**config.mk**
```make
export PLATFORM = sky130hd
export DESIGN_NAME = ascii_uart_tx
export DESIGN_NICKNAME = d
export VERILOG_FILES = /design/src/rtl/ascii_uart_pkg.sv /design/src/rtl/ascii_uart_tx_char_fifo.sv /design/src/rtl/ascii_uart_tx.sv
export SDC_FILE = /design/constraint.sdc
export NUM_CORES = 1
export LEC_CHECK = 0
export CORE_MARGIN = 5
export CORE_UTILIZATION = 44
export DETAILED_ROUTE_END_ITERATION = 8
export PLACE_DENSITY = 0.59
export SLEW_MARGIN = 20
export SYNTH_ARGS = -nofsm -noshare
export SYNTH_HDL_FRONTEND = slang
export SYNTH_SLANG_ARGS = --single-unit
```
**constraint.sdc**
```tcl
create_clock -name clk_100mhz -period 5.24 [get_ports clk_100mhz]
set_input_delay 0.524 -clock clk_100mhz [delete_from_list [all_inputs] [get_ports clk_100mhz]]
set_output_delay 0.524 -clock clk_100mhz [all_outputs]
set_load 0.02 [all_outputs]
```
**src/rtl/ascii_uart_pkg.sv**
```systemverilog
`default_nettype none
// ============================================================================
// ascii_uart_pkg : shared transmitter state encoding and baud divisor helper
// Revision 1.0
// ============================================================================
package ascii_uart_pkg;

    typedef enum logic [1:0] {
        IDLE  = 2'd0,
        START = 2'd1,
        DATA  = 2'd2,
        STOP  = 2'd3
    } tx_state_t;

    // Integer truncation; no fractional baud correction is applied.
    function automatic int unsigned clks_per_bit(input int unsigned clk_hz,
                                                 input int unsigned baud);
        return clk_hz / baud;
    endfunction

endpackage
`default_nettype wire

```
**src/rtl/ascii_uart_tx_char_fifo.sv**
```systemverilog
`default_nettype none
// ============================================================================
// char_fifo : synchronous byte FIFO, push on full allowed when popping too
// Revision 1.0
// ============================================================================
module char_fifo #(
    parameter int unsigned DEPTH = 8
) (
    input  logic                           clk_100mhz,
    input  logic                           rst_n,
    input  logic                           push,
    input  logic                           pop,
    input  logic [7:0]                     wdata,
    output logic [7:0]                     rdata,
    output logic                           full,
    output logic                           empty,
    output logic [$clog2(DEPTH+1)-1:0]     count
);

    localparam int AW = $clog2(DEPTH);
    localparam int CW = $clog2(DEPTH + 1);

    logic [7:0]    mem [DEPTH];
    logic [AW-1:0] wr_ptr;
    logic [AW-1:0] rd_ptr;
    logic          do_push;
    logic          do_pop;
    logic [CW-1:0] count_next;

    assign do_pop  = pop && !empty;
    assign do_push = push && (!full || do_pop);
    assign rdata   = mem[rd_ptr];

    always_comb begin
        count_next = count;
        unique case ({do_push, do_pop})
            2'b10:   count_next = count + CW'(1);
            2'b01:   count_next = count - CW'(1);
            default: count_next = count;
        endcase
    end

    always_ff @(posedge clk_100mhz) begin
        if (do_push) begin
            mem[wr_ptr] <= wdata;
        end
    end

    // Pointers wrap naturally because DEPTH is a power of two.
    always_ff @(posedge clk_100mhz or negedge rst_n) begin
        if (!rst_n) begin
            wr_ptr <= '0;
            rd_ptr <= '0;
            count  <= '0;
            full   <= 1'b0;
            empty  <= 1'b1;
        end else begin
            if (do_push) begin
                wr_ptr <= wr_ptr + AW'(1);
            end
            if (do_pop) begin
                rd_ptr <= rd_ptr + AW'(1);
            end
            count <= count_next;
            full  <= (count_next == CW'(DEPTH));
            empty <= (count_next == '0);
        end
    end

endmodule
`default_nettype wire

```
**src/rtl/ascii_uart_tx.sv**
```systemverilog
`default_nettype none
// ============================================================================
// ascii_uart_tx : queues typed ASCII codes and sends them as 8N1 UART frames
// Revision 1.0
// ============================================================================
module ascii_uart_tx
    import ascii_uart_pkg::*;
#(
    parameter int unsigned CLK_HZ     = 100_000_000,
    parameter int unsigned BAUD       = 115200,
    parameter int unsigned FIFO_DEPTH = 8
) (
    input  logic                                 clk_100mhz,
    input  logic                                 rst_n,
    input  logic [7:0]                           char_in,
    input  logic                                 char_valid,
    output logic                                 tx,
    output logic                                 busy,
    output logic                                 fifo_full,
    output logic [$clog2(FIFO_DEPTH+1)-1:0]      fifo_count,
    output logic                                 overflow
);

    localparam int unsigned CLKS_PER_BIT = clks_per_bit(CLK_HZ, BAUD);
    localparam int          BCW = (CLKS_PER_BIT > 1) ? $clog2(CLKS_PER_BIT) : 1;

    tx_state_t      state;
    tx_state_t      state_next;
    logic           pop;
    logic           tx_next;
    logic           fifo_empty;
    logic [7:0]     head;
    logic [7:0]     shift;
    logic [2:0]     bit_cnt;
    logic [BCW-1:0] baud_cnt;
    logic           baud_last;

    assign baud_last = (baud_cnt == BCW'(CLKS_PER_BIT - 1));

    char_fifo #(
        .DEPTH (FIFO_DEPTH)
    ) u_fifo (
        .clk_100mhz (clk_100mhz),
        .rst_n      (rst_n),
        .push       (char_valid),
        .pop        (pop),
        .wdata      (char_in),
        .rdata      (head),
        .full       (fifo_full),
        .empty      (fifo_empty),
        .count      (fifo_count)
    );

    always_ff @(posedge clk_100mhz or negedge rst_n) begin
        if (!rst_n) begin
            state <= IDLE;
        end else begin
            state <= state_next;
        end
    end

    // Next-state and line level; STOP chains straight into START when data waits.
    always_comb begin
        state_next = state;
        pop        = 1'b0;
        tx_next    = 1'b1;
        unique case (state)
            IDLE: begin
                if (!fifo_empty) begin
                    pop        = 1'b1;
                    state_next = START;
                end
            end
            START: begin
                tx_next = 1'b0;
                if (baud_last) begin
                    state_next = DATA;
                end
            end
            DATA: begin
                tx_next = shift[0];
                if (baud_last && (bit_cnt == 3'd7)) begin
                    state_next = STOP;
                end
            end
            STOP: begin
                if (baud_last) begin
                    if (!fifo_empty) begin
                        pop        = 1'b1;
                        state_next = START;
                    end else begin
                        state_next = IDLE;
                    end
                end
            end
            default: state_next = IDLE;
        endcase
    end

    always_ff @(posedge clk_100mhz or negedge rst_n) begin
        if (!rst_n) begin
            baud_cnt <= '0;
            bit_cnt  <= '0;
            shift    <= '0;
        end else if (pop) begin
            shift    <= head;
            bit_cnt  <= '0;
            baud_cnt <= '0;
        end else if (state != IDLE) begin
            baud_cnt <= baud_last ? '0 : baud_cnt + BCW'(1);
            if ((state == DATA) && baud_last) begin
                shift   <= {1'b0, shift[7:1]};
                bit_cnt <= bit_cnt + 3'd1;
            end
        end
    end

    // tx and busy are registered so the pin is glitch-free; both trail the FSM by one clock.
    always_ff @(posedge clk_100mhz or negedge rst_n) begin
        if (!rst_n) begin
            tx       <= 1'b1;
            busy     <= 1'b0;
            overflow <= 1'b0;
        end else begin
            tx   <= tx_next;
            busy <= (state != IDLE) || (fifo_count != '0);
            if (char_valid && fifo_full && !pop) begin
                overflow <= 1'b1;
            end
        end
    end

endmodule
`default_nettype wire

```
After elaboration in Yosys (flattened, before gate mapping)
Memory sizes are Yosys's and may differ from the RTL's.
Index checks and enable logic that the tools add are counted.
{"block": "totals", "reg_bits": 38, "ramBits": 64, "input_bits": 11, "out_inout_bits": 8, "elab_cells": 72, "n_memories": 1}
{"name": "u_fifo.mem", "depth": 8, "word_bits": 8, "read_ports": 1, "rd_clocked_by_memory_dff": 0, "wr": 1, "line_no": "ascii_uart_tx_char_fifo.sv:23", "source": "logic [7:0] mem [DEPTH];"}
{"block": "classes", "addsub": 6, "eq_ne": 12, "mux": 22, "n_reduce_logical": 19}
{"cell": "$mux W10", "count": 3}
{"cell": "$mux W8", "count": 3}
{"cell": "$add A10 B1 Y10 const B", "count": 1}
{"cell": "$eq A10 B10 Y1 const B", "count": 1}
{"cell": "$add A3 B1 Y3 const B", "count": 3}
{"cell": "$mux W3", "count": 3}
{"cell": "$mux W2", "count": 4}
{"cell": "$ne A2 B2 Y1 const B", "count": 4}
{"cell": "$pmux W2 S4", "count": 1}
{"cell": "$pmux W4 S2", "count": 1}
{"cell": "$eq A2 B2 Y1 const B", "count": 3}
{"cell": "$logic_and A1 B1 Y1", "count": 6}
{"cell": "$reduce_bool A2 Y1", "count": 3}
{"cell": "$mux W1", "count": 5}
{"cell": "$add A4 B1 Y4 const B", "count": 1}
{"cell": "$eq A2 B1 Y1 const B", "count": 2}
{"cell": "$eq A4 B4 Y1 const B", "count": 1}
{"cell": "$logic_not A4 Y1", "count": 1}
{"cell": "$pmux W1 S2", "count": 2}
{"cell": "$reduce_and A4 Y1", "count": 1}
{"cell": "$reduce_bool A4 Y1", "count": 1}
{"cell": "$sub A4 B1 Y4 const B", "count": 1}
{"cell": "$eq A3 B3 Y1 const B", "count": 1}
{"cell": "$logic_not A1 Y1", "count": 3}
{"cell": "other kinds (3)", "count": 4}

Depth between registers and ports, before layout
Gate-level depths: netlist of run 1.
{"block": "logic_depth", "depth_word": 9, "ltp_mapped": 14, "ltp_nobuf": 13}

By module
Synthesis of run 1 repeated with hierarchy kept, for this count alone.
{"block": "hier_totals", "cells_unflattened": 309, "area_unflattened_um2": 4695.8}
{"mod": "char_fifo", "instances": 1, "cells_per_inst": 170, "area_per_inst_um2": 3213.1}
{"mod": "ascii_uart_tx", "instances": 1, "cells_per_inst": 139, "area_per_inst_um2": 1482.7}

Worst setup path before layout of run 1
No wires, ideal clock.
{"block": "synth_path", "path_type": "reg2reg", "startpoint": "register state[0]", "endpoint": "register u_fifo.empty", "setup_ns": 0.089, "arrival_ns": 3.059, "slack_ns": 2.091, "stages_incl_launch_ff": 14, "path_buffers": 1, "synth_period_minus_slack_ns": 3.149, "cell_sequence": "dfrtp_1 -> inv_1 -> ha_1 -> nor3b_1 -> and4_4 -> nor2_8 -> inv_4 -> buf_6 -> ha_1 -> xor2_1 -> ha_1 -> mux2_2 -> a2111o_1 -> a211oi_1"}
{"block": "synth_via", "elab_chain_len": 8, "elab_cells_between_ends": 10, "cone_classes": "eq/ne (3); mux (2); reduce/logical (5)"}
{"element": "start: declaration", "line_no": "ascii_uart_tx.sv:27", "source": "tx_state_t state;"}
{"element": "start signal: assignment", "line_no": "ascii_uart_tx.sv:58", "source": "state <= state_next;"}
{"element": "$eq A2 B2 Y1 or $logic_not A2 Y1 (tied branches)", "line_no": "ascii_uart_tx.sv:67", "source": "unique case (state)"}
{"element": "$pmux W1 S2 (*)", "line_no": "ascii_uart_tx.sv:67"}
{"element": "$logic_and A1 B1 Y1 (*)", "line_no": "ascii_uart_tx_char_fifo.sv:30", "source": "assign do_pop = pop && !empty;"}
{"element": "via u_fifo.do_pop", "line_no": "ascii_uart_tx_char_fifo.sv:27", "source": "logic do_pop;"}
{"element": "$logic_or A1 B1 Y1", "line_no": "ascii_uart_tx_char_fifo.sv:31", "source": "assign do_push = push && (!full || do_pop);"}
{"element": "$logic_and A1 B1 Y1", "line_no": "ascii_uart_tx_char_fifo.sv:31"}
{"element": "$eq A2 B1 Y1 or $eq A2 B2 Y1 (tied branches)", "line_no": "ascii_uart_tx_char_fifo.sv:36", "source": "unique case ({do_push, do_pop})"}
{"element": "$pmux W4 S2 (*)", "line_no": "ascii_uart_tx_char_fifo.sv:36"}
{"element": "via u_fifo.count_next[1]", "line_no": "ascii_uart_tx_char_fifo.sv:28", "source": "logic [CW-1:0] count_next;"}
{"element": "$logic_not A4 Y1 (*)", "line_no": "ascii_uart_tx_char_fifo.sv:66", "source": "empty <= (count_next == '0);"}
{"element": "end signal: assignment", "line_no": "ascii_uart_tx_char_fifo.sv:66"}
{"element": "end: declaration", "line_no": "ascii_uart_tx_char_fifo.sv:16", "source": "output logic empty,"}
The timed path passes the listed nets; every way through them passes the cells marked *.
A chain may end at the register's enable or synchronous reset.

Worst setup path after layout of run 1
{"block": "layout_path", "startpoint": "register state[1]", "endpoint": "register u_fifo.empty"}
{"block": "layout_via", "elab_chain_len": 8, "elab_cells_between_ends": 10, "cone_classes": "eq/ne (3); mux (2); reduce/logical (5)"}
{"element": "$eq A2 B2 Y1 or $logic_not A2 Y1 (tied branches)", "line_no": "ascii_uart_tx.sv:67"}
{"element": "$pmux W1 S2 (*)", "line_no": "ascii_uart_tx.sv:67"}
{"element": "$logic_and A1 B1 Y1 (*)", "line_no": "ascii_uart_tx_char_fifo.sv:30"}
{"element": "$logic_or A1 B1 Y1", "line_no": "ascii_uart_tx_char_fifo.sv:31"}
{"element": "$logic_and A1 B1 Y1", "line_no": "ascii_uart_tx_char_fifo.sv:31"}
{"element": "$eq A2 B1 Y1 or $eq A2 B2 Y1 (tied branches)", "line_no": "ascii_uart_tx_char_fifo.sv:36"}
{"element": "$pmux W4 S2 (*)", "line_no": "ascii_uart_tx_char_fifo.sv:36"}
{"element": "via u_fifo.count_next[1]", "line_no": "ascii_uart_tx_char_fifo.sv:28"}
{"element": "$logic_not A4 Y1 (*)", "line_no": "ascii_uart_tx_char_fifo.sv:66"}
Marked as above.

==> metrics.cfg, run 1 <==
[outcome]
outcome = finished clean

[cells_and_area]
final_layout_size_suffix_gt1_share_pct = 18.2
area_delta_synth_final_pct = 12.0
nets = 327
post-route-util_pct = 49.7
fin_area_um2 = 5040
diodes = 0
final_cell_mix = edfxtp_1 (64), dfrtp_1 (36), mux2i_1 (25), clkdlybuf4s50_1 (17)
final_common_cell = edfxtp_1

[timing]
finalCriticalPeriod_ps = 3460
fmax_mhz = 289
slew_violations = 0
setup_viol = 0
hold-worst-slack_ps = 261
slew_headroom_pct = 36.9
timing.final.crit_share_pct = 66.0
tightest_slew_ps = 944
clock_skew_ps = 14.9
tns_ps = 0
hold_viol = 0
rsz0062_at_grt = false

[yosys]
synth-xor-area-share_pct = 3.11
yosys.area.top_type = edfxtp_1
synth_top_family_by_area = multiplexers
synth-edff-count = 64
yosys.area_share.simple_pct = 8.56
synth_fp_nets = 304
synth_compound_area_share_pct = 4.73
synth.area.mux_share_pct = 14.7
syn_area_per_cell_um2 = 16.1
synth_top_area_share_pct = 42.7
ys_ff_latch = 102
synth_warnings = 0
syn_area_um2 = 4500
synthAdderAreaFrac_pct = 3.61
ys.flop_type = edfxtp_1
synth-seq-area-share_pct = 63.9
async_flop_share_pct = 37.3
syn_inst = 280
yosys.cell_types.count = 56
synth.area.top_cells = edfxtp_1 (43%), dfrtp_1 (20%), mux4_2 (8.0%)

[run]
maxCapViolCount = 0

[grt]
grt_pass1_vias = 2437
grt.overflow.total = 0
antenna_found_initial = 0
grt_usage_pct = 13.7
grt_max_degree = 39
grt_pass1_wl_um = 13200

[floorplanning]
initial_core_util_pct = 44.4
core-area_um2 = 10100
die_width_um = 111
fp.dieH_um = 111
pin_count = 19
rows = 37
fp.dieArea_um2 = 12400

[clock_network]
cts_buffers = 9
htreeDepth = 3
postCtsSetupBuffers = 0
cts_tree = done
clkTransAtPathRegs_ps = 110
ctsRootBufferMaster = clkbuf_8
clk_latency_ps = 360
postCtsHoldBufs = 0
ctsLongestPathBuffers = 2
cts_resized = 0
cts_sinks = 102

[drt]
drtAntennaViolNets = 0
drc = 0
vias = 2356
vias_per_cell = 5.31
drtPass1Iterations = 4
drt_iter0_drc = 128
post_drt_wl_per_cell_um = 17.8
wl_um = 7900

[critical_path]
crit_buf_inv = 1
worstSetupStartpointType = flop
cp_common_cell = ha_1
slowest_stage = or3b_2
path_cells = inv_1 > ha_1 > or3b_2 > nand2_1 > o21ai_2 > ha_1 > xor2_1 > ha_1 > mux2_2 > a2111o_1 > a211oi_1
critical_path_class = flop to flop
path_max_fanout = 15
cp.required_ps = 5530
worst_setup_path_end_kind = flop
slowest_delay_ps = 510
path_delay_family = adder cells
arrival_ps = 3750

[worst_hold_path]
worstHoldPathType = input pin to async pin

[power]
power_mw = 2.73
power.density_nw_per_um2 = 541
p_leak_nw = 1.87
peakVddDrop_v = 0.000229

[placed_design]
place_area_um2 = 4830
place_congestion = 0.751
dp_hpwl_um = 5290
io_buffers = 18

## area by class of cell
class	instances	area, µm²
fillers	844	5100
flip-flops and latches	102	2880
multi-input cells	166	1580
repair buffers	20	190
well taps	136	170
clock buffers	9	124
clock inverters	7	85.1
inverters	4	17.5
## metal layers
layer / global-route usage (%) / vias to the layer above / wire length, µm
met5: 0 / - / 0
met4: 3.97 / 0 / 78
met3: 3.66 / 6 / 216
met2: 21.8 / 29 / 3860
met1: 18.7 / 1189 / 3740
li1: - / 1132 / -
## path summary, 6_finish.rpt
kind                                      to  depth (start not counted)      from  slack (ps)
worst max-delay path            u_fifo.empty                         11  state[1]        1780
worst min-delay path             u_fifo.full                          1     rst_n         260
worst max register to register  u_fifo.empty                         11  state[1]        1780
worst min register to register      overflow                          1  overflow         490
max in group asynchronous           state[0]                          1     rst_n        4440
min in group clk_100mhz             overflow                          1  overflow         490
## metrics by stage
stage	instances	worst slack, ps
finish	444	1780
global route	444	1600
CTS	444	1780
detailed placement	428	1790
global placement	428	1870
floorplan	280	2090
## power breakdown
part | switching [mW] | total (mW) | leakage [nW] | internal [mW]
logic | 0.489 | 0.960 | 0.721 | 0.471
registers | 0.186 | 1.25 | 1.05 | 1.06
clock network | 0.288 | 0.520 | 0.107 | 0.232
## worst reg2reg max path: stages, from the launching register on
cell and delay, ps:
dfrtp_1 440, inv_1 130, ha_1 430, or3b_2 510
nand2_1 130, o21ai_2 110, ha_1 280, xor2_1 190
ha_1 280, mux2_2 280, a2111o_1 410, a211oi_1 200
## registers in the layout, summed over array words and instances, names as in the netlist
signal and flops:
u_fifo.mem 64, baud_cnt 10, shift 8, u_fifo.count 4, bit_cnt 3, u_fifo.rd_ptr 3, u_fifo.wr_ptr 3, state 2
busy 1, overflow 1, tx 1, u_fifo.empty 1, u_fifo.full 1
## synth_stat cells, types with 4 or more instances
master,instances
a211oi_1,6
dfrtp_1,36
edfxtp_1,64
ha_1,13
mux2i_1,25
mux4_2,16
nand2_1,10
nand4_1,6
nor2_1,16
nor3_1,4
o21ai_0,5
xnor2_1,10
xor2_1,6
## kinds of logic (layout without fill, tap and decap cells)
| logic type | Yosys count | in the layout |
|---|---|---|
| mux | 45 | 45 |
| buf+inv | 12 | 40 |
| compound gates | 28 | 28 |
| xor+xnor | 16 | 16 |
| fa+ha+maj | 13 | 13 |
| simple gates | 64 | 64 |
| flops | 102 | 102 |
(Power assumes the default switching activity.)
==> run 2, diff against run 1 <==
--- a/config.mk
+++ b/config.mk
@@ -8,7 +8,7 @@
 export CORE_MARGIN = 5
 export CORE_UTILIZATION = 44
 export DETAILED_ROUTE_END_ITERATION = 8
-export PLACE_DENSITY = 0.59
+export PLACE_DENSITY = 0.61
 export SLEW_MARGIN = 20
 export SYNTH_ARGS = -nofsm -noshare
 export SYNTH_HDL_FRONTEND = slang
==> constraint.sdc (replaced) <==
create_clock -name clk_100mhz -period 3.1 [get_ports clk_100mhz]
set_input_delay 0.31 -clock clk_100mhz [delete_from_list [all_inputs] [get_ports clk_100mhz]]
set_output_delay 0.31 -clock clk_100mhz [all_outputs]
set_load 0.02 [all_outputs]
==> run 2 against run 1 <==
- utilization rose by 1.7 points
- hold slack got worse by 200 ps
- register-to-register slack got worse by 1600 ps
- sequential cell count did not move
- combinational power rose by 86%
- maximum frequency rose by 17%
- critical endpoint unchanged
- largest power group unchanged
==> metrics.cfg, run 2 (synthesis results as in run 1) <==
[floorplanning]
die_width_um = 111
pin_count = 19
core-area_um2 = 10100
fp.dieArea_um2 = 12400
fp.dieH_um = 111
rows = 37
initial_core_util_pct = 44.4

[cells_and_area]
regArea_um2 = 2880
largest_reg_flops = 64
final_cell_mix = edfxtp_1 (64), dfrtp_1 (36), mux2i_1 (25), buf_4 (23), clkdlybuf4s50_1 (17)
regMostFlops = u_fifo.mem
diodes = 0
fill_cells = 848
final_layout_size_suffix_gt1_share_pct = 24.9
multi_input_area_um2 = 1600
area_delta_synth_final_pct = 16.0
final_common_cell = edfxtp_1
reg_top3 = u_fifo.mem (64), baud_cnt (10), shift (8)
nets = 348

[drt]
drt_iter0_drc = 98
drtPass1Iterations = 5
drc = 0
vias = 2455
drtAntennaViolNets = 0
vias_per_cell = 5.28
post_drt_wl_per_cell_um = 17.6
wl_um = 8180

[placed_design]
place_ws_ps = 28.6
dp_hpwl_um = 5470
place_congestion = 0.821
io_buffers = 18

[run]
maxCapViolCount = 0

[critical_path]
slowest_stage = or3b_2
path_cells = inv_2 > ha_4 > or3b_2 > nand2_2 > o21ai_2 > ha_2 > xor2_1 > ha_1 > mux2_2 > a2111o_1 > a211oi_2
arrival_ps = 3240
critical_path_class = flop to flop
r2r_slack_ps = 140
r2r-start = state[1]
worst_setup_path_end_kind = flop
reg2regPathDepth = 11
path_max_fanout = 6
r2r_end = u_fifo.empty
path_delay_family = adder cells
crit_buf_inv = 1
cp.required_ps = 3380
worstSetupStartpointType = flop
slowest_delay_ps = 500

[clock_network]
clk_latency_ps = 360
postCtsHoldBufs = 0
cts_tree = done
cts_sinks = 102
cts_buffers = 9
ctsRootBufferMaster = clkbuf_8
clkTransAtPathRegs_ps = 100
htreeDepth = 3
ctsLongestPathBuffers = 2

[timing]
setup_slack_ps = 143
slew_violations = 0
setup_viol = 0
fmax_mhz = 338
hold_viol = 0
timing.final.crit_share_pct = 95.4
tightest_slew_ps = 875
clock_skew_ps = 8.15
slew_headroom_pct = 41.7
finalCriticalPeriod_ps = 2960
rsz0062_at_grt = true

[grt]
grt_pass1_vias = 2559
grt.overflow.total = 0
grt_usage_pct = 13.8
grt_pass1_wl_um = 13300
grt_max_degree = 39
antenna_found_initial = 0

[power]
p_leak_nw = 1.98
power.density_nw_per_um2 = 919
peakVddDrop_v = 0.000333
power_mw = 4.79

[outcome]
outcome = finished clean

[worst_hold_path]
worstHoldPathType = input pin to async pin

==> run 2: changes by cell type in the layout (fill, tap and decap cells not counted), sizes merged <==
cell / change
buf: +21
==> run 2: per-layer routing <==
| layer | vias up | routed length [µm] | global-route usage [%] | share of wire (%) |
|---|---|---|---|---|
| li1 | 1177 | - | - | - |
| met1 | 1241 | 3930 | 19.6 | 48 |
| met2 | 31 | 3950 | 21.3 | 48 |
| met3 | 6 | 223 | 3.22 | 2.7 |
| met4 | 0 | 72 | 3.89 | 0.88 |
| met5 | - | 0 | 0 | 0 |
==> run 2: what timing repair did <==
action,CTS,global route
buffers inserted,0,0
gates resized for setup,1,5
pin swaps,0,2
setup endpoints to repair,1,3
==> run 2: power breakdown <==
group          leakage, nW  internal (mW)  switching [mW]
Clock                0.109          0.393           0.487
Combinational        0.823          0.923           0.863
Sequential            1.05           1.79           0.338
==> run 2: worst max-delay path by stage <==
stage,from,endpoint,cells past startpoint
global placement,state[1],u_fifo.empty,11
CTS,state[0],u_fifo.empty,11
finish,state[1],u_fifo.empty,11
global route,state[0],u_fifo.count[3],11
floorplan,state[0],u_fifo.empty,13
detailed placement,state[1],u_fifo.empty,11
==> run 2: cell type report <==
| cell class | instances | share of cell area [%] |
|---|---|---|
| well taps | 136 | 3.26 |
| clock buffers | 9 | 2.37 |
| flip-flops and latches | 102 | 55.1 |
| clock inverters | 7 | 1.70 |
| inverters | 4 | 0.336 |
| repair buffers | 41 | 6.67 |
| multi-input cells | 166 | 30.6 |
==> run 2: worst reg2reg max path, stage by stage, from the launching register on <==
cell and delay (ps):
dfrtp_1 400, inv_2 90, ha_4 220, or3b_2 500, nand2_2 110, o21ai_2 60, ha_2 210, xor2_1 160
ha_1 290, mux2_2 300, a2111o_1 340, a211oi_2 190
==> run 2: stage by stage <==
step	hold slack (ps)	setup TNS (ps)	util, %	area [µm²]	std cells
2_1_floorplan	14.4	0	-	4520	280
3_3_place_gp	455	0	49.2	4990	449
3_5_place_dp	459	0	49.2	4990	449
4_1_cts	72.6	0	51.3	5200	465
5_1_grt	113	-8.09	51.5	5220	465
6_report	59.5	0	51.5	5220	465
